## config.mk

```make
export PLATFORM = sky130hd
export DESIGN_NAME = clock_rate_monitor_flat
export DESIGN_NICKNAME = d
export VERILOG_FILES = /design/src/rtl/clock_rate_monitor_if.sv /design/src/rtl/clock_rate_monitor.sv /design/src/flat_wrapper.sv
export SDC_FILE = /design/constraint.sdc
export NUM_CORES = 1
export LEC_CHECK = 0
export ABC_AREA = 1
export BUFFER_PORTS_ARGS = -buffer_cell sky130_fd_sc_hd__buf_2
export CAP_MARGIN = 20
export CELL_PAD_IN_SITES_DETAIL_PLACEMENT = 1
export CELL_PAD_IN_SITES_GLOBAL_PLACEMENT = 2
export CORE_MARGIN = 4
export CORE_UTILIZATION = 34
export DETAILED_ROUTE_END_ITERATION = 10
export GPL_TIMING_DRIVEN = 0
export PLACE_DENSITY = 0.79
export SYNTH_ARGS = -nofsm -noshare
export SYNTH_HDL_FRONTEND = slang
export SYNTH_SLANG_ARGS = --single-unit
```

## constraint.sdc

```tcl
create_clock -name iClock_in -period 2.1 [get_ports iClock_in]
set_clock_uncertainty 0.05 [all_clocks]
set_input_delay 0.21 -clock iClock_in [delete_from_list [all_inputs] [get_ports iClock_in]]
set_output_delay 0.21 -clock iClock_in [all_outputs]
set_load 0.01 [all_outputs]
```

## src/rtl/clock_rate_monitor_if.sv

```systemverilog
// Bus between a slow-signal source and clock_rate_monitor: enable and signal
// under test in, measurement and status out.
interface clock_rate_monitor_if #(
  parameter int W = 5
);
  logic         iEnable;
  logic         iSignal;
  logic [W-1:0] oPeriod;
  logic         oValid;
  logic         oLocked;
  logic         oFault;
  logic         oTimeout;

  modport master (
    output iEnable, iSignal,
    input  oPeriod, oValid, oLocked, oFault, oTimeout
  );

  modport slave (
    input  iEnable, iSignal,
    output oPeriod, oValid, oLocked, oFault, oTimeout
  );
endinterface

```

## src/rtl/clock_rate_monitor.sv

```systemverilog
// Measures the period of a slow asynchronous signal in fast-clock cycles,
// declares lock after LOCK_N good periods and flags faults and timeouts.
module clock_rate_monitor #(
  parameter int REF_HZ = 10,
  parameter int EXP_HZ = 1,
  parameter int TOL    = 1,
  parameter int LOCK_N = 2
) (
  input  logic                 iClock_in,
  input  logic                 inReset,
  clock_rate_monitor_if.slave  bus
);
  localparam int DIV = REF_HZ / EXP_HZ;
  localparam int W   = $clog2(2 * DIV + 1);
  localparam int GW  = $clog2(LOCK_N + 1);
  localparam logic [W-1:0]  MAXC = W'(2 * DIV);
  // Lower bound clamps to 1 so a tolerance wider than DIV stays meaningful.
  localparam logic [31:0]   LO   = (DIV > TOL) ? 32'(DIV - TOL) : 32'd1;
  localparam logic [31:0]   HI   = 32'(DIV + TOL);

  typedef enum logic [1:0] {
    IDLE   = 2'd0,
    ARM    = 2'd1,
    TRACK  = 2'd2,
    LOCKED = 2'd3
  } state_t;

  state_t          state_r;
  logic            sync1_r;
  logic            sync2_r;
  logic            sync3_r;
  logic [W-1:0]    cnt_r;
  logic [GW-1:0]   goodCnt_r;
  logic            rise_s;
  logic            atMax_s;
  logic            good_s;
  logic            lockNow_s;
  logic [W-1:0]    cntInc_s;
  logic [GW-1:0]   goodInc_s;
  logic [31:0]     cntWide_s;

  assign rise_s    = sync2_r & ~sync3_r;
  assign atMax_s   = (cnt_r == MAXC);
  assign cntInc_s  = atMax_s ? cnt_r : (cnt_r + W'(1));
  assign cntWide_s = 32'(cnt_r);
  assign good_s    = (cntWide_s >= LO) && (cntWide_s <= HI);
  assign goodInc_s = goodCnt_r + GW'(1);
  assign lockNow_s = (32'(goodInc_s) >= 32'(LOCK_N));

  // Synchronizer, period counter, lock FSM and registered status outputs.
  always_ff @(posedge iClock_in or negedge inReset) begin
    if (!inReset) begin
      state_r      <= IDLE;
      sync1_r      <= 1'b0;
      sync2_r      <= 1'b0;
      sync3_r      <= 1'b0;
      cnt_r        <= '0;
      goodCnt_r    <= '0;
      bus.oPeriod  <= '0;
      bus.oValid   <= 1'b0;
      bus.oLocked  <= 1'b0;
      bus.oFault   <= 1'b0;
      bus.oTimeout <= 1'b0;
    end else begin
      sync1_r    <= bus.iSignal;
      sync2_r    <= sync1_r;
      sync3_r    <= sync2_r;
      bus.oValid <= 1'b0;
      // Disable outranks any rise or timeout in the same cycle.
      if (!bus.iEnable) begin
        state_r      <= IDLE;
        cnt_r        <= '0;
        goodCnt_r    <= '0;
        bus.oLocked  <= 1'b0;
        bus.oFault   <= 1'b0;
        bus.oTimeout <= 1'b0;
      end else begin
        case (state_r)
          IDLE: begin
            cnt_r        <= '0;
            goodCnt_r    <= '0;
            bus.oLocked  <= 1'b0;
            bus.oFault   <= 1'b0;
            bus.oTimeout <= 1'b0;
            state_r      <= ARM;
          end
          ARM: begin
            if (rise_s) begin
              cnt_r     <= W'(1);
              goodCnt_r <= '0;
              state_r   <= TRACK;
            end else begin
              cnt_r <= cntInc_s;
            end
          end
          TRACK: begin
            // A rise on the saturation cycle is a (bad) period, not a timeout.
            if (rise_s) begin
              cnt_r       <= W'(1);
              bus.oPeriod <= cnt_r;
              bus.oValid  <= 1'b1;
              if (good_s) begin
                goodCnt_r <= goodInc_s;
                if (lockNow_s) begin
                  state_r     <= LOCKED;
                  bus.oLocked <= 1'b1;
                end else begin
                  state_r <= TRACK;
                end
              end else begin
                goodCnt_r <= '0;
              end
            end else if (atMax_s) begin
              cnt_r        <= '0;
              goodCnt_r    <= '0;
              bus.oTimeout <= 1'b1;
              bus.oLocked  <= 1'b0;
              state_r      <= ARM;
            end else begin
              cnt_r <= cntInc_s;
            end
          end
          LOCKED: begin
            if (rise_s) begin
              cnt_r       <= W'(1);
              bus.oPeriod <= cnt_r;
              bus.oValid  <= 1'b1;
              if (!good_s) begin
                goodCnt_r   <= '0;
                bus.oLocked <= 1'b0;
                bus.oFault  <= 1'b1;
                state_r     <= TRACK;
              end else begin
                state_r <= LOCKED;
              end
            end else if (atMax_s) begin
              cnt_r        <= '0;
              goodCnt_r    <= '0;
              bus.oTimeout <= 1'b1;
              bus.oLocked  <= 1'b0;
              state_r      <= ARM;
            end else begin
              cnt_r <= cntInc_s;
            end
          end
          default: begin
            state_r     <= IDLE;
            cnt_r       <= '0;
            goodCnt_r   <= '0;
            bus.oLocked <= 1'b0;
          end
        endcase
      end
    end
  end
endmodule

```

## src/flat_wrapper.sv

```systemverilog
// flat-port wrapper written by rule: the top's interface ports become plain ports
module clock_rate_monitor_flat 
#(
  parameter int REF_HZ = 10,
  parameter int EXP_HZ = 1,
  parameter int TOL    = 1,
  parameter int LOCK_N = 2
)
  (iClock_in, inReset, bus_iEnable, bus_iSignal, bus_oPeriod, bus_oValid, bus_oLocked, bus_oFault, bus_oTimeout);
  clock_rate_monitor_if #(.W(5)) bus_i ();
  input  logic iClock_in;
  input  logic inReset;
  input wire logic [$bits(bus_i.iEnable)-1:0] bus_iEnable;
  input wire logic [$bits(bus_i.iSignal)-1:0] bus_iSignal;
  output wire logic [$bits(bus_i.oPeriod)-1:0] bus_oPeriod;
  output wire logic [$bits(bus_i.oValid)-1:0] bus_oValid;
  output wire logic [$bits(bus_i.oLocked)-1:0] bus_oLocked;
  output wire logic [$bits(bus_i.oFault)-1:0] bus_oFault;
  output wire logic [$bits(bus_i.oTimeout)-1:0] bus_oTimeout;
  assign bus_i.iEnable = bus_iEnable;
  assign bus_i.iSignal = bus_iSignal;
  assign bus_oPeriod = bus_i.oPeriod;
  assign bus_oValid = bus_i.oValid;
  assign bus_oLocked = bus_i.oLocked;
  assign bus_oFault = bus_i.oFault;
  assign bus_oTimeout = bus_i.oTimeout;
  clock_rate_monitor #(.REF_HZ(REF_HZ), .EXP_HZ(EXP_HZ), .TOL(TOL), .LOCK_N(LOCK_N)) u_core (.iClock_in(iClock_in), .inReset(inReset), .bus(bus_i));
endmodule
```

==> impl_metrics.tcl <==
set metrics [dict create \
    hold_viol 0 \
    grt_max_degree 22 \
    status "complete, no violations" \
    cts_tree "done" \
    synth_area_leader_cell "dfrtp_1" \
    slew_headroom_pct 66.86 \
    setup_viol 0 \
    ir_drop_uv 442.2 \
    rows 21 \
    worst_setup_path_start_kind "register" \
    layout_common_cells "nand2_1 (30), dfrtp_1 (21), inv_1 (19)" \
    setup_ws_ns 0.3804 \
    layout_commonest_cell "nand2_1" \
    drv_cap 0 \
    fin_crit_sh_pct 81.88 \
    fin_crit_ns 1.720 \
    gp_congestion 0.8092 \
    min_path_type "input port to register" \
    design.core.area_um2 3442 \
    grt_usage_pct 15.05 \
    io_buffers 12 \
    tightest_slew_ns 0.4971 \
    worstSetupEndpointType "register" \
    grt_pass1_wl_mm 5.030 \
    post-dp-hpwl_mm 2.203 \
    nFillCells 423 \
    postSynthCellCount 149 \
    cts_sinks 21 \
    syn-cell-area_um2 1244 \
    dieArea_um2 4690 \
    grt_pass1_vias 1038 \
    synth_nets 161 \
    clk_pin_slew_worst_paths_ns 0.08 \
    routed_wl_mm 2.850 \
    multi_input_comb_area_um2 626.9 \
    num_vias 999 \
    slew_violations 0 \
    layout.nets 180 \
    syn2layout_area_growth_pct 14.79 \
    ys_types 27 \
    register_area_um2 525.5 \
    power_density_nw_per_um2 877.5 \
    drive_above_1_share_pct 22.75 \
    post_cts_buffers 0 \
    cts-root-buf "clkbuf_8" \
    drtIter0Drc 51 \
    drc 0 \
    ios 13 \
    pre_cts_ws_ns 0.3733 \
    crit_type "register to register" \
    first_pass_iters 4 \
    arrival_ns 1.82 \
    cts-buffers-inserted 3 \
    rsz0062_at_grt "false" \
    ys_ff_latch 21 \
    worstSkewPairLatency_ns 0.26 \
    power.leakage_nw 0.7498 \
    final_cell_area_um2 1428 \
    antenna_cells 0 \
    synth_area_leaders "dfrtp_1 (42%), nand2_1 (9.1%), ha_1 (8.0%)" \
    required_ns 2.20 \
    fin_tns_setup_ns 0 \
    yosysSeqAreaShare_pct 42.25 \
    clk_path_buf_depth 2 \
    synth_top_area_share_pct 42.25 \
    drtAntennaViolNets 0 \
    die_width_um 68.48 \
    antenna_found_initial 0 \
    synth_area_per_cell_um2 8.347 \
    htreeDepth 1 \
    fmax_mhz 581.5 \
    overflow 0 \
    via_per_inst 4.690 \
    utilization_pct 41.48 \
    yosysWarnings 0 \
    crit_fanout 6 \
    dieHeight_um 68.48 \
    postPlaceCellArea_um2 1361 \
    post_drt_wl_per_cell_um 13.38 \
    start_util_pct 36.13 \
]
==> per-layer routing <==
metal  wire length [µm]  global-route usage (%)  vias up
met4                 48                   5.955        0
li1                   -                       -      512
met1               1378                   18.93      470
met3                114                   4.926        5
met5                  0                       0        -
met2               1309                   23.60       12
==> final timing paths <==
check	from	endpoint	slack, ns	cells past startpoint
min in group asynchronous	inReset	u_core.bus.oPeriod[4]	0.39	2
worst min-delay path	bus_iEnable	u_core.state_r[1]	0.24	3
worst max register to register	u_core.state_r[0]	u_core.cnt_r[1]	0.38	8
worst min register to register	u_core.sync1_r	u_core.sync2_r	0.32	0
max in group asynchronous	inReset	u_core.goodCnt_r[0]	1.27	2
worst max-delay path	u_core.state_r[0]	u_core.cnt_r[1]	0.38	8
==> sequential cells by signal, summed over array words and instances, names as in the netlist <==
signal,count
u_core.bus.oFault,1
u_core.bus.oLocked,1
u_core.bus.oPeriod,5
u_core.bus.oTimeout,1
u_core.bus.oValid,1
u_core.cnt_r,5
u_core.goodCnt_r,2
u_core.state_r,2
u_core.sync1_r,1
u_core.sync2_r,1
u_core.sync3_r,1
==> through the flow <==
step	total power [W]	hold slack [ns]	cells
3_5_place_dp	0.001001	0.1524	207
4_1_cts	0.001284	0.2274	213
2_1_floorplan	0.0008607	-0.1356	149
5_1_grt	0.001374	0.2424	213
6_report	0.001253	0.2358	213
3_3_place_gp	0.0009788	0.1443	207
==> cell usage after synthesis, drive strengths merged <==
cell type / n
a21boi: 1
a21o: 1
a21oi: 5
a22oi: 1
buf: 1
dfrtp: 21
ha: 8
inv: 23
nand2: 38
nand3: 15
nand4: 3
nor2: 16
nor4: 1
o211ai: 1
o21ai: 12
xor2: 2
==> area by class of cell <==
| type | instances | share of cell area (%) |
|---|---|---|
| sequential | 21 | 36.81 |
| multi-input combinational | 104 | 43.91 |
| clock inverter | 1 | 0.3506 |
| clock buffer | 3 | 2.892 |
| inverter | 23 | 6.047 |
| timing repair buffer | 14 | 5.609 |
| tap | 46 | 4.032 |
| buffer | 1 | 0.3506 |
==> where the power goes <==
group	total [W]	switching [W]	internal, W
clock network	0.000266	0.000134	0.000132
registers	0.000510	0.0000532	0.000457
logic	0.000476	0.000301	0.000176
total	0.00125	0.000488	0.000765
==> kinds of logic after synthesis <==
group                    Yosys count  synth area share [%]
AO/OA/AOI/OAI                     21                 9.559
XOR/XNOR                           2                 1.409
adder cells (fa/ha/maj)            8                 8.049
buffers and inverters             24                 7.343
flip-flops                        21                 42.25
AND/OR/NAND/NOR                   73                 31.39
==> worst max-delay path, cell delays in order, from the launching register on <==
cell     delay, ns
dfrtp_1       0.42
inv_1         0.10
ha_1          0.29
nor2_1        0.18
inv_1         0.08
o21ai_1       0.19
nor2_1        0.06
o21ai_1       0.16
nor2_1        0.07
==> repair_timing <==
action	4_1_cts	5_1_grt
hold endpoints to repair	22	0
hold buffers	2	0
resized for setup	0	0
Note: power is estimated with default switching activity, not from simulation.
